[src/rtl/yarp_lsu.sv]
// yarp_lsu: load/store unit between the execute stage and data memory.
// The memory port only ever carries whole aligned words; sub-word loads are
// extracted and extended here, sub-word stores are read-modify-write.
//
// Build macro: YARP_LSU_MISALIGN_TRAP_EN
//   defined   -> misaligned accesses return err with no memory access
//   undefined -> misaligned accesses are force-aligned and proceed
//
// state | meaning
// ------+-----------------------------------------------------------
// IDLE  | ready for a request, no memory activity
// RD    | read request on the memory port
// WAIT  | read word valid: extract for loads, merge for sub-word stores
// WR    | write request on the memory port with the final word
// RESP  | response valid, held until lsu_resp_ready_i
module yarp_lsu #(
    parameter logic [31:0] DMEM_BASE  = 32'h0000_0000,
    parameter int unsigned DMEM_WORDS = 1024
) (
    input  logic        clk,
    input  logic        reset_n,
    input  logic        lsu_req_valid_i,
    output logic        lsu_req_ready_o,
    input  logic        lsu_req_wr_i,
    input  logic [31:0] lsu_req_addr_i,
    input  logic [1:0]  lsu_req_size_i,
    input  logic        lsu_req_unsigned_i,
    input  logic [31:0] lsu_req_wdata_i,
    output logic        lsu_resp_valid_o,
    input  logic        lsu_resp_ready_i,
    output logic [31:0] lsu_resp_rdata_o,
    output logic        lsu_resp_err_o,
    output logic        lsu_busy_o,
    output logic        data_req_o,
    output logic        data_wr_o,
    output logic [31:0] data_addr_o,
    output logic [1:0]  data_byte_en_o,
    output logic        data_zero_extnd_o,
    output logic [31:0] data_wr_data_o,
    input  logic [31:0] data_mem_rd_data_i
);

    localparam logic [1:0]  BYTE       = 2'b00;
    localparam logic [1:0]  HALF_WORD  = 2'b01;
    localparam logic [1:0]  WORD       = 2'b11;
    localparam logic [31:0] DMEM_BYTES = 32'(DMEM_WORDS * 4);

    typedef enum logic [2:0] {
        IDLE,
        RD,
        WAIT,
        WR,
        RESP
    } state_t;

    state_t      r_state;
    logic        r_req_ready;
    logic        r_resp_valid;
    logic [31:0] r_resp_rdata;
    logic        r_resp_err;
    logic        r_data_req;
    logic        r_data_wr;
    logic [31:0] r_data_addr;
    logic [31:0] r_data_wr_data;
    logic [1:0]  r_lane;
    logic [1:0]  r_size;
    logic        r_wr;
    logic        r_unsigned;
    logic [31:0] r_wdata;

    logic        w_accept;
    logic        w_req_half;
    logic        w_req_word;
    logic [31:0] w_eff_addr;
    logic        w_fault;
    logic [4:0]  w_shift;
    logic [31:0] w_shifted;
    logic [31:0] w_load;
    logic [31:0] w_merged;

    assign w_accept   = lsu_req_valid_i & r_req_ready;
    assign w_req_half = (lsu_req_size_i == HALF_WORD);
    // The unused encoding 2'b10 is handled as a full word
    assign w_req_word = (lsu_req_size_i != BYTE) && !w_req_half;

    // Effective address and fault decision for the request being offered
    always_comb begin
        w_eff_addr = lsu_req_addr_i;
        w_fault    = 1'b0;
`ifdef YARP_LSU_MISALIGN_TRAP_EN
        if ((w_req_half && lsu_req_addr_i[0]) ||
            (w_req_word && (lsu_req_addr_i[1:0] != 2'b00)))
            w_fault = 1'b1;
`else
        if (w_req_half)
            w_eff_addr[0] = 1'b0;
        else if (w_req_word)
            w_eff_addr[1:0] = 2'b00;
`endif
        if ((w_eff_addr - DMEM_BASE) >= DMEM_BYTES)
            w_fault = 1'b1;
    end

    // Lane extraction and sign/zero extension of the returned read word
    always_comb begin
        w_shift   = (r_size == HALF_WORD) ? {r_lane[1], 4'b0000} : {r_lane, 3'b000};
        w_shifted = data_mem_rd_data_i >> w_shift;
        case (r_size)
            BYTE:      w_load = {{24{~r_unsigned & w_shifted[7]}},  w_shifted[7:0]};
            HALF_WORD: w_load = {{16{~r_unsigned & w_shifted[15]}}, w_shifted[15:0]};
            default:   w_load = data_mem_rd_data_i;
        endcase
    end

    // Merge of sub-word store data into the returned read word
    always_comb begin
        w_merged = data_mem_rd_data_i;
        if (r_size == BYTE)
            w_merged[{r_lane, 3'b000} +: 8] = r_wdata[7:0];
        else
            w_merged[{r_lane[1], 4'b0000} +: 16] = r_wdata[15:0];
    end

    // Sequencer with registered outputs; memory strobes default low so each
    // access is a single-cycle pulse
    always_ff @(posedge clk or negedge reset_n) begin
        if (!reset_n) begin
            r_state        <= IDLE;
            r_req_ready    <= 1'b1;
            r_resp_valid   <= 1'b0;
            r_resp_rdata   <= 32'h0;
            r_resp_err     <= 1'b0;
            r_data_req     <= 1'b0;
            r_data_wr      <= 1'b0;
            r_data_addr    <= 32'h0;
            r_data_wr_data <= 32'h0;
            r_lane         <= 2'b00;
            r_size         <= BYTE;
            r_wr           <= 1'b0;
            r_unsigned     <= 1'b0;
            r_wdata        <= 32'h0;
        end else begin
            r_data_req <= 1'b0;
            r_data_wr  <= 1'b0;
            case (r_state)
                IDLE: begin
                    if (w_accept) begin
                        r_req_ready <= 1'b0;
                        r_lane      <= w_eff_addr[1:0];
                        r_size      <= w_req_word ? WORD : lsu_req_size_i;
                        r_wr        <= lsu_req_wr_i;
                        r_unsigned  <= lsu_req_unsigned_i;
                        r_wdata     <= lsu_req_wdata_i;
                        r_data_addr <= {w_eff_addr[31:2], 2'b00};
                        if (w_fault) begin
                            r_state      <= RESP;
                            r_resp_valid <= 1'b1;
                            r_resp_err   <= 1'b1;
                            r_resp_rdata <= 32'h0;
                        end else if (lsu_req_wr_i && w_req_word) begin
                            r_state        <= WR;
                            r_data_req     <= 1'b1;
                            r_data_wr      <= 1'b1;
                            r_data_wr_data <= lsu_req_wdata_i;
                        end else begin
                            r_state    <= RD;
                            r_data_req <= 1'b1;
                        end
                    end
                end
                RD: begin
                    r_state <= WAIT;
                end
                WAIT: begin
                    if (r_wr) begin
                        r_state        <= WR;
                        r_data_req     <= 1'b1;
                        r_data_wr      <= 1'b1;
                        r_data_wr_data <= w_merged;
                    end else begin
                        r_state      <= RESP;
                        r_resp_valid <= 1'b1;
                        r_resp_err   <= 1'b0;
                        r_resp_rdata <= w_load;
                    end
                end
                WR: begin
                    r_state      <= RESP;
                    r_resp_valid <= 1'b1;
                    r_resp_err   <= 1'b0;
                    r_resp_rdata <= 32'h0;
                end
                RESP: begin
                    if (lsu_resp_ready_i) begin
                        r_state      <= IDLE;
                        r_req_ready  <= 1'b1;
                        r_resp_valid <= 1'b0;
                        r_resp_err   <= 1'b0;
                        r_resp_rdata <= 32'h0;
                    end
                end
                default: begin
                    r_state     <= IDLE;
                    r_req_ready <= 1'b1;
                end
            endcase
        end
    end

    assign lsu_req_ready_o   = r_req_ready;
    assign lsu_resp_valid_o  = r_resp_valid;
    assign lsu_resp_rdata_o  = r_resp_rdata;
    assign lsu_resp_err_o    = r_resp_err;
    assign lsu_busy_o        = (r_state != IDLE);
    assign data_req_o        = r_data_req;
    assign data_wr_o         = r_data_wr;
    assign data_addr_o       = r_data_addr;
    assign data_byte_en_o    = WORD;
    assign data_zero_extnd_o = 1'b0;
    assign data_wr_data_o    = r_data_wr_data;

endmodule
[config.mk]
export PLATFORM = sky130hd
export DESIGN_NAME = yarp_lsu
export DESIGN_NICKNAME = d
export VERILOG_FILES = /design/src/rtl/yarp_lsu.sv
export SDC_FILE = /design/constraint.sdc
export NUM_CORES = 1
export LEC_CHECK = 0
export CAP_MARGIN = 20
export CELL_PAD_IN_SITES_DETAIL_PLACEMENT = 1
export CELL_PAD_IN_SITES_GLOBAL_PLACEMENT = 1
export CORE_MARGIN = 8
export CORE_UTILIZATION = 32
export DETAILED_ROUTE_END_ITERATION = 6
export HOLD_SLACK_MARGIN = 0.08
export PLACE_DENSITY = 0.74
export SKIP_LAST_GASP = 1
export SLEW_MARGIN = 30
export SYNTH_ARGS = -nofsm -noshare
export SYNTH_HDL_FRONTEND = slang
export SYNTH_SLANG_ARGS = --single-unit
export TNS_END_PERCENT = 5
[constraint.sdc]
create_clock -name clk -period 2.25 [get_ports clk]
set_input_delay 0.45 -clock clk [delete_from_list [all_inputs] [get_ports clk]]
set_output_delay 0.45 -clock clk [all_outputs]
set_load 0.005 [all_outputs]
==> results of run 1 <==
==> worst max path at each step <==
stage	slack [ps]	cells after the start	end
2_1_floorplan	20	9	data_wr_data_o[10]
3_3_place_gp	-400	8	lsu_resp_rdata_o[4]
3_5_place_dp	-460	8	lsu_resp_rdata_o[0]
4_1_cts	-60	8	data_wr_data_o[19]
5_1_grt	-70	10	data_wr_data_o[15]
6_report	30	10	data_wr_data_o[15]
==> cells in the final DEF (no fill, tap or decap), types with 9 or more instances in the layout <==
cell type and count:
sky130_fd_sc_hd__a21oi_1 24, sky130_fd_sc_hd__a221oi_1 39, sky130_fd_sc_hd__buf_4 62, sky130_fd_sc_hd__clkbuf_16 19, sky130_fd_sc_hd__clkdlybuf4s50_1 192, sky130_fd_sc_hd__dfrtp_1 123
sky130_fd_sc_hd__dlymetal6s2s_1 9, sky130_fd_sc_hd__inv_1 20, sky130_fd_sc_hd__mux2_1 22, sky130_fd_sc_hd__mux2_2 34, sky130_fd_sc_hd__mux2_4 28, sky130_fd_sc_hd__mux2i_1 15
sky130_fd_sc_hd__nand2_1 186, sky130_fd_sc_hd__nand2b_1 10, sky130_fd_sc_hd__nor2_1 21, sky130_fd_sc_hd__nor3_1 14, sky130_fd_sc_hd__o21ai_0 46, sky130_fd_sc_hd__o21ai_1 23
==> state kept, by name (all words and copies together), names as in the netlist <==
register / count
lsu_resp_valid_o: 1
r_size: 2
lsu_resp_err_o: 1
r_wdata: 16
data_wr_data_o: 32
lsu_req_ready_o: 1
data_addr_o: 30
data_req_o: 1
r_lane: 2
data_wr_o: 1
r_unsigned: 1
r_wr: 1
r_state: 3
lsu_resp_rdata_o: 32
==> cells by family (layout without fill, tap and decap cells) <==
group	count (synthesis)	count (layout)	share of synthesized area
flops	124	124	0.440
mux	99	99	0.170
simple gates	269	269	0.167
other cells	2	5	0.00106
fa+ha+maj	5	5	0.00887
compound gates	170	172	0.160
buf+inv	82	328	0.0527
==> stage by stage <==
| step | util | setup WS (ps) | total power, mW | TNS [ps] | instance area [µm²] |
|---|---|---|---|---|---|
| after floorplan | - | 22.9 | 5.21 | 0 | 7100 |
| after global placement | 0.447 | -396 | 6.93 | -23550 | 9720 |
| after detailed placement | 0.447 | -455 | 7.02 | -25020 | 9720 |
| after CTS | 0.473 | -61.0 | 9.86 | -246 | 10300 |
| after global routing | 0.485 | -72.1 | 10.4 | -847 | 10500 |
| final | 0.485 | 25.4 | 9.88 | 0 | 10500 |
==> area by class of cell <==
type / instances / area, µm² / share of cell area
multi-input combinational: 550 / 3720 / 0.353
sequential: 124 / 3100 / 0.294
timing repair buffer: 275 / 2700 / 0.256
clock buffer: 22 / 484 / 0.0459
tap: 280 / 350 / 0.0332
clock inverter: 7 / 90.1 / 0.00855
inverter: 24 / 90.1 / 0.00855
==> worst register-to-register path, stage by stage, from the launching register on <==
cell and delay [ps]:
sky130_fd_sc_hd__dfrtp_1 390, sky130_fd_sc_hd__buf_4 230, sky130_fd_sc_hd__ha_1 260, sky130_fd_sc_hd__nand2_1 130
sky130_fd_sc_hd__nor3_4 50, sky130_fd_sc_hd__buf_4 180, sky130_fd_sc_hd__buf_4 140, sky130_fd_sc_hd__buf_4 120
sky130_fd_sc_hd__a221oi_1 230, sky130_fd_sc_hd__o21ai_1 120, sky130_fd_sc_hd__mux2_4 270
==> power by group through the flow <==
stage	sequential, mW	clock, mW	combinational (mW)
3_3_place_gp	3.18	0	3.75
4_1_cts	3.18	2.79	3.89
5_1_grt	3.26	2.87	4.29
3_5_place_dp	3.21	0	3.81
6_report	3.20	2.72	3.95
2_1_floorplan	3.11	0	2.10
==> timing repair <==
item,CTS,global route
endpoints found under the setup margin,16,64
hold endpoints to repair,30,0
pin swaps,0,11
hold buffers,1,0
gates resized for setup,1,24
buffers inserted,0,10
gates cloned,0,5
==> per-layer routing <==
metal  global-route usage  routed length (µm)  vias up
met5                    0                  37        -
met1                0.243               11700     3402
li1                     -                   -     3143
met2                0.342               13900      289
met3               0.0770                2500       61
met4               0.0815                 946        6
==> results.cfg, run 1 <==
[run_status]
outcome = completed

[timing]
grt_setup_unrepaired = true
endpoints_failing_hold = 0
finalWorstPathRequiredPeriod_ps = 2220
finalCritPeriodShare = 0.989
max_freq_ghz = 0.450
worst_slew_pin_slew_ps = 803
timing.hold.ws_ps = 303
slew-limit-headroom = 0.463
setup_viol = 0
timing_max_transition_violations_final = 0
finalClockSkew_ps = 5.11

[setup_path]
setup.worst_path.start = r_lane[0]
path_delay_family = buffers and inverters
worst_path_cell_with_the_longest_stage_delay = sky130_fd_sc_hd__dfrtp_1
timing.setup.critical_path_class = register to register
worst_r2r_path_depth = 10
cp-end-kind = register
crit_path_cell_trace = buf_4, ha_1, nand2_1, nor3_4, buf_4, buf_4, buf_4, a221oi_1, o21ai_1, mux2_4
arrival_time_of_the_worst_setup_path_ps = 2520
regToRegEndpoint = data_wr_data_o[15]
cp_max_fo = 23
critical_path.max_stage_delay_ps = 390
rr_startpoint = r_lane[0]
cpMostUsedCell = sky130_fd_sc_hd__buf_4
r2r_slack_ps = 30
path_buf_inv = 4
cp.required_ps = 2550
setup.worst_path.start_class = register

[yosys]
synth.lib_cells_used.distinct = 48
leading_area_contributor_after_synthesis = sky130_fd_sc_hd__dfrtp_1
post_synth_main_area_contributors = sky130_fd_sc_hd__dfrtp_1 44%, sky130_fd_sc_hd__nand2_1 9.9%, sky130_fd_sc_hd__mux2_4 6.0%, sky130_fd_sc_hd__mux2_2 5.4%, sky130_fd_sc_hd__a221oi_1 4.8%
avgSynthCellArea_um2 = 9.39
synth_enable_flop_cells = 0
synth_largest_type_area_fraction = 0.436
ys_async_sr_fraction = 1.00
ys_warn_count = 0
yosysMostFrequentCell = sky130_fd_sc_hd__nand2_1
synth_top_cells_by_count = 187 x sky130_fd_sc_hd__nand2_1, 123 x sky130_fd_sc_hd__dfrtp_1, 46 x sky130_fd_sc_hd__o21ai_0
synth_seq_area_share = 0.440
syn-instance-count = 751
mappedNetlistArea_um2 = 7060
ys_dominant_reg_cell = sky130_fd_sc_hd__dfrtp_1
yosys_register_bits = 124

[pwr]
pwr_density_cell_nw_per_um2 = 937
power.static_leakage_nw = 4.93
sequentialPowerShare = 0.324
net-switching-power_mw = 3.64
power.internal_mw = 6.23
combPwrFrac = 0.400
power.share.clock = 0.276
vdd_drop_max_uv = 644
netSwitchingFraction = 0.369

[cts]
clock_path_buffers = 2
tritoncts = yes
cts.sink_count = 124
cts_made_buffers = 17
clock_tree.root_cell = sky130_fd_sc_hd__clkbuf_16
clock_insertion_delay_worst_skew_ps = 420
ctsHtreeMaxLevel = 4
clock_pin_slew_on_the_worst_setup_and_hold_paths_ps = 60

[layout]
nFillCells = 2461
design.final.nets = 1101
proportion_of_layout_cells_with_a_drive_suffix_above_1 = 0.188
area_growth_syn_to_layout_pct = 49.4
antennaDiodeCount = 0
final_cells = 1282

[global_route]
grt_antenna_before_repair = 3
grt.overflow.total = 0
grt_start_max_net_pins = 55
grt_pass1_vias = 7344
grt_pass1_wl_um = 43300
global_route_usage_over_all_layers = 0.208

[drt]
finalWirelength_um = 29100
drt_first_pass_iters = 5
wl_per_cell_um = 22.7
via_per_inst = 5.38
drt-initial-drc-count = 353
drc = 0
via_count = 6901
drt.antenna.violating_nets = 0

[place]
dp_cells = 1237
io_buffers = 203
gp_congestion = 0.907
dpl.hpwl_um = 20800

[floorplan]
die_height_um = 164
horiz_die_dim_um = 164
floorplan.core_area_um2 = 21800
io_pins = 209
floorplan.die_area_um2 = 27100
placementRows = 54
initial_core_util = 0.324

[min_path]
whs_path_depth = 3
hold_path.startpoint = lsu_req_addr_i[13]
min_delay_worst_endpoint = data_addr_o[13]
worst_hold_path_type = input pin to register

[flow_run]
max-cap-violations = 0
Note: power is estimated with default switching activity, not from simulation.
==> run 2, diff against run 1 <==
Settings changed: MAX_ROUTING_LAYER set to met4.
==> run 2 against run 1 <==
Effect of this change: count of clock-buffer cells in the layout stayed put; non-clock buffer count fell by 3; hold slack barely moved; critical path depth fell by 2; utilization fell by 0.081 points; combinational power about the same; die area unchanged; first-iteration DRC count grew 16%; fmax up 0.39%; final cell count about the same; flip-flop and latch count is the same; total power about the same.
==> results.cfg, run 2 (same netlist as run 1, synthesis figures left out) <==
[setup_path]
crit_path_cell_trace = clkdlybuf4s50_1, nor4_2, nand4_1, buf_4, nor3_4, a32oi_4, clkbuf_16, mux2_4
critical_path.max_stage_delay_ps = 460
timing.setup.critical_path_class = input pin to register
cp-end-kind = register
cp_max_fo = 6
worst_path_cell_with_the_longest_stage_delay = sky130_fd_sc_hd__clkdlybuf4s50_1
arrival_time_of_the_worst_setup_path_ps = 2510
setup.worst_path.start_class = input pin
cp.required_ps = 2550

[pwr]
power.static_leakage_nw = 4.92
vdd_drop_max_uv = 642
combPwrFrac = 0.400
power.internal_mw = 6.24
power.share.clock = 0.277
sequentialPowerShare = 0.324
pwr_density_cell_nw_per_um2 = 939
netSwitchingFraction = 0.369
net-switching-power_mw = 3.64
fin_total_pwr_mw = 9.88

[layout]
area_growth_syn_to_layout_pct = 49.2
leading_cell_type_in_the_layout_fill_and_taps_excluded = sky130_fd_sc_hd__clkdlybuf4s50_1
multi_input_comb_area_um2 = 3700
layout.area.seq_um2 = 3100
proportion_of_layout_cells_with_a_drive_suffix_above_1 = 0.184
postLayoutCoreUtil = 0.484
nFillCells = 2455
commonest_cells_after_routing_fill_and_taps_aside = 188 x sky130_fd_sc_hd__clkdlybuf4s50_1, 186 x sky130_fd_sc_hd__nand2_1, 123 x sky130_fd_sc_hd__dfrtp_1
design.final.nets = 1097
final_cells = 1281

[cts]
ctsHtreeMaxLevel = 4
clock_pin_slew_on_the_worst_setup_and_hold_paths_ps = 60
tritoncts = yes
cts_made_buffers = 17
cts.sink_count = 124
clock_insertion_delay_worst_skew_ps = 420
clock_tree.root_cell = sky130_fd_sc_hd__clkbuf_16
clock_path_buffers = 2

[timing]
slew-limit-headroom = 0.461
finalCritPeriodShare = 0.985
max_freq_ghz = 0.451
endpoints_failing_hold = 0
setup_viol = 0
grt_setup_unrepaired = true
worst_slew_pin_slew_ps = 805
finalClockSkew_ps = 6.27
timing.hold.ws_ps = 304
setup_total_negative_slack_ps = 0
finalWorstPathRequiredPeriod_ps = 2220
timing_max_transition_violations_final = 0

[run_status]
outcome = completed

[global_route]
grt_antenna_before_repair = 3
grt.overflow.total = 0
grt_start_max_net_pins = 55
global_route_usage_over_all_layers = 0.214
grt_pass1_vias = 7361
grt_pass1_wl_um = 43200

[floorplan]
floorplan.die_area_um2 = 27100
floorplan.core_area_um2 = 21800
die_height_um = 164
io_pins = 209
horiz_die_dim_um = 164
initial_core_util = 0.324
placementRows = 54

[drt]
drt-initial-drc-count = 411
drt.antenna.violating_nets = 0
via_count = 6848
finalWirelength_um = 28800
drc = 0
drt_first_pass_iters = 5
via_per_inst = 5.35
wl_per_cell_um = 22.5

[place]
gp_congestion = 0.923
io_buffers = 203
dpl.hpwl_um = 20800
dp_cells = 1237

[flow_run]
max-cap-violations = 0

[min_path]
worst_hold_path_type = input pin to register
[run 2: cell count changes in the layout (fill, tap and decap cells not counted)]
cell / previous run / this run
sky130_fd_sc_hd__buf_4: 62 / 58
sky130_fd_sc_hd__buf_6: 3 / 4
sky130_fd_sc_hd__clkdlybuf4s50_1: 192 / 188
sky130_fd_sc_hd__diode_2: 0 / 3
sky130_fd_sc_hd__dlymetal6s2s_1: 9 / 13
sky130_fd_sc_hd__o21ai_4: 2 / 1
[run 2: through the flow]
| stage | instance area [µm²] | worst slack, ps |
|---|---|---|
| 3_3_place_gp | 9720 | -396 |
| 4_1_cts | 10300 | -61.0 |
| 2_1_floorplan | 7100 | 22.9 |
| 6_report | 10500 | 34.1 |
| 3_5_place_dp | 9720 | -455 |
| 5_1_grt | 10500 | -54.2 |
[run 2: area by class of cell]
cell class	count	area share
diodes	3	0.000713
clock buffers	22	0.0460
clock inverters	7	0.00856
inverters	24	0.00856
multi-input cells	549	0.352
flip-flops and latches	124	0.295
well taps	280	0.0333
repair buffers	272	0.256
[run 2: metal layers]
metal / share of wire / GRT usage / wire, µm
met4: 0.032 / 0.0827 / 909
met5: 0 / - / 0
met2: 0.48 / 0.344 / 13800
met3: 0.087 / 0.0755 / 2510
met1: 0.40 / 0.242 / 11600
[run 2: path summary, 6_finish.rpt]
kind / endpoint / cells after the start / startpoint / slack, ps
min in group asynchronous: r_wdata[6] / 2 / reset_n / 560
max in group asynchronous: lsu_req_ready_o / 3 / reset_n / 1020
worst min-delay path: data_addr_o[17] / 3 / lsu_req_addr_i[17] / 300
worst max register to register: data_wr_data_o[15] / 10 / r_lane[1] / 60
worst max-delay path: data_wr_data_o[15] / 8 / lsu_req_addr_i[20] / 30
worst min register to register: data_addr_o[14] / 2 / data_addr_o[14] / 470
[run 2: power groups by stage]
stage / logic, mW / clock network [mW] / registers [mW]
finish: 3.95 / 2.73 / 3.20
CTS: 3.89 / 2.79 / 3.18
global placement: 3.75 / 0 / 3.18
global route: 4.30 / 2.87 / 3.26
floorplan: 2.10 / 0 / 3.11
detailed placement: 3.81 / 0 / 3.21
[run 2: repair_timing]
| action | CTS | global route |
|---|---|---|
| pin swaps | 0 | 11 |
| setup buffers | 0 | 7 |
| gates cloned | 0 | 4 |
| hold buffers | 1 | 0 |
| resized for setup | 1 | 28 |
| endpoints found under the hold margin | 30 | 0 |
| setup endpoints to repair | 16 | 64 |
[run 2: critical path, delay by kind of cell]
family                 cells  cell delay, ps
and+or+nand+nor            3             620
muxes                      1             290
buffers and inverters      3             880
AOI/OAI and AO/OA          1             260
==> run 3, diff against run 2 <==
Settings changed: CAP_MARGIN 20 to unset, HOLD_SLACK_MARGIN 0.08 to 0.05.
==> results of run 3 <==
Same layout as run 2: the final DEF is identical, and so are final timing and power.
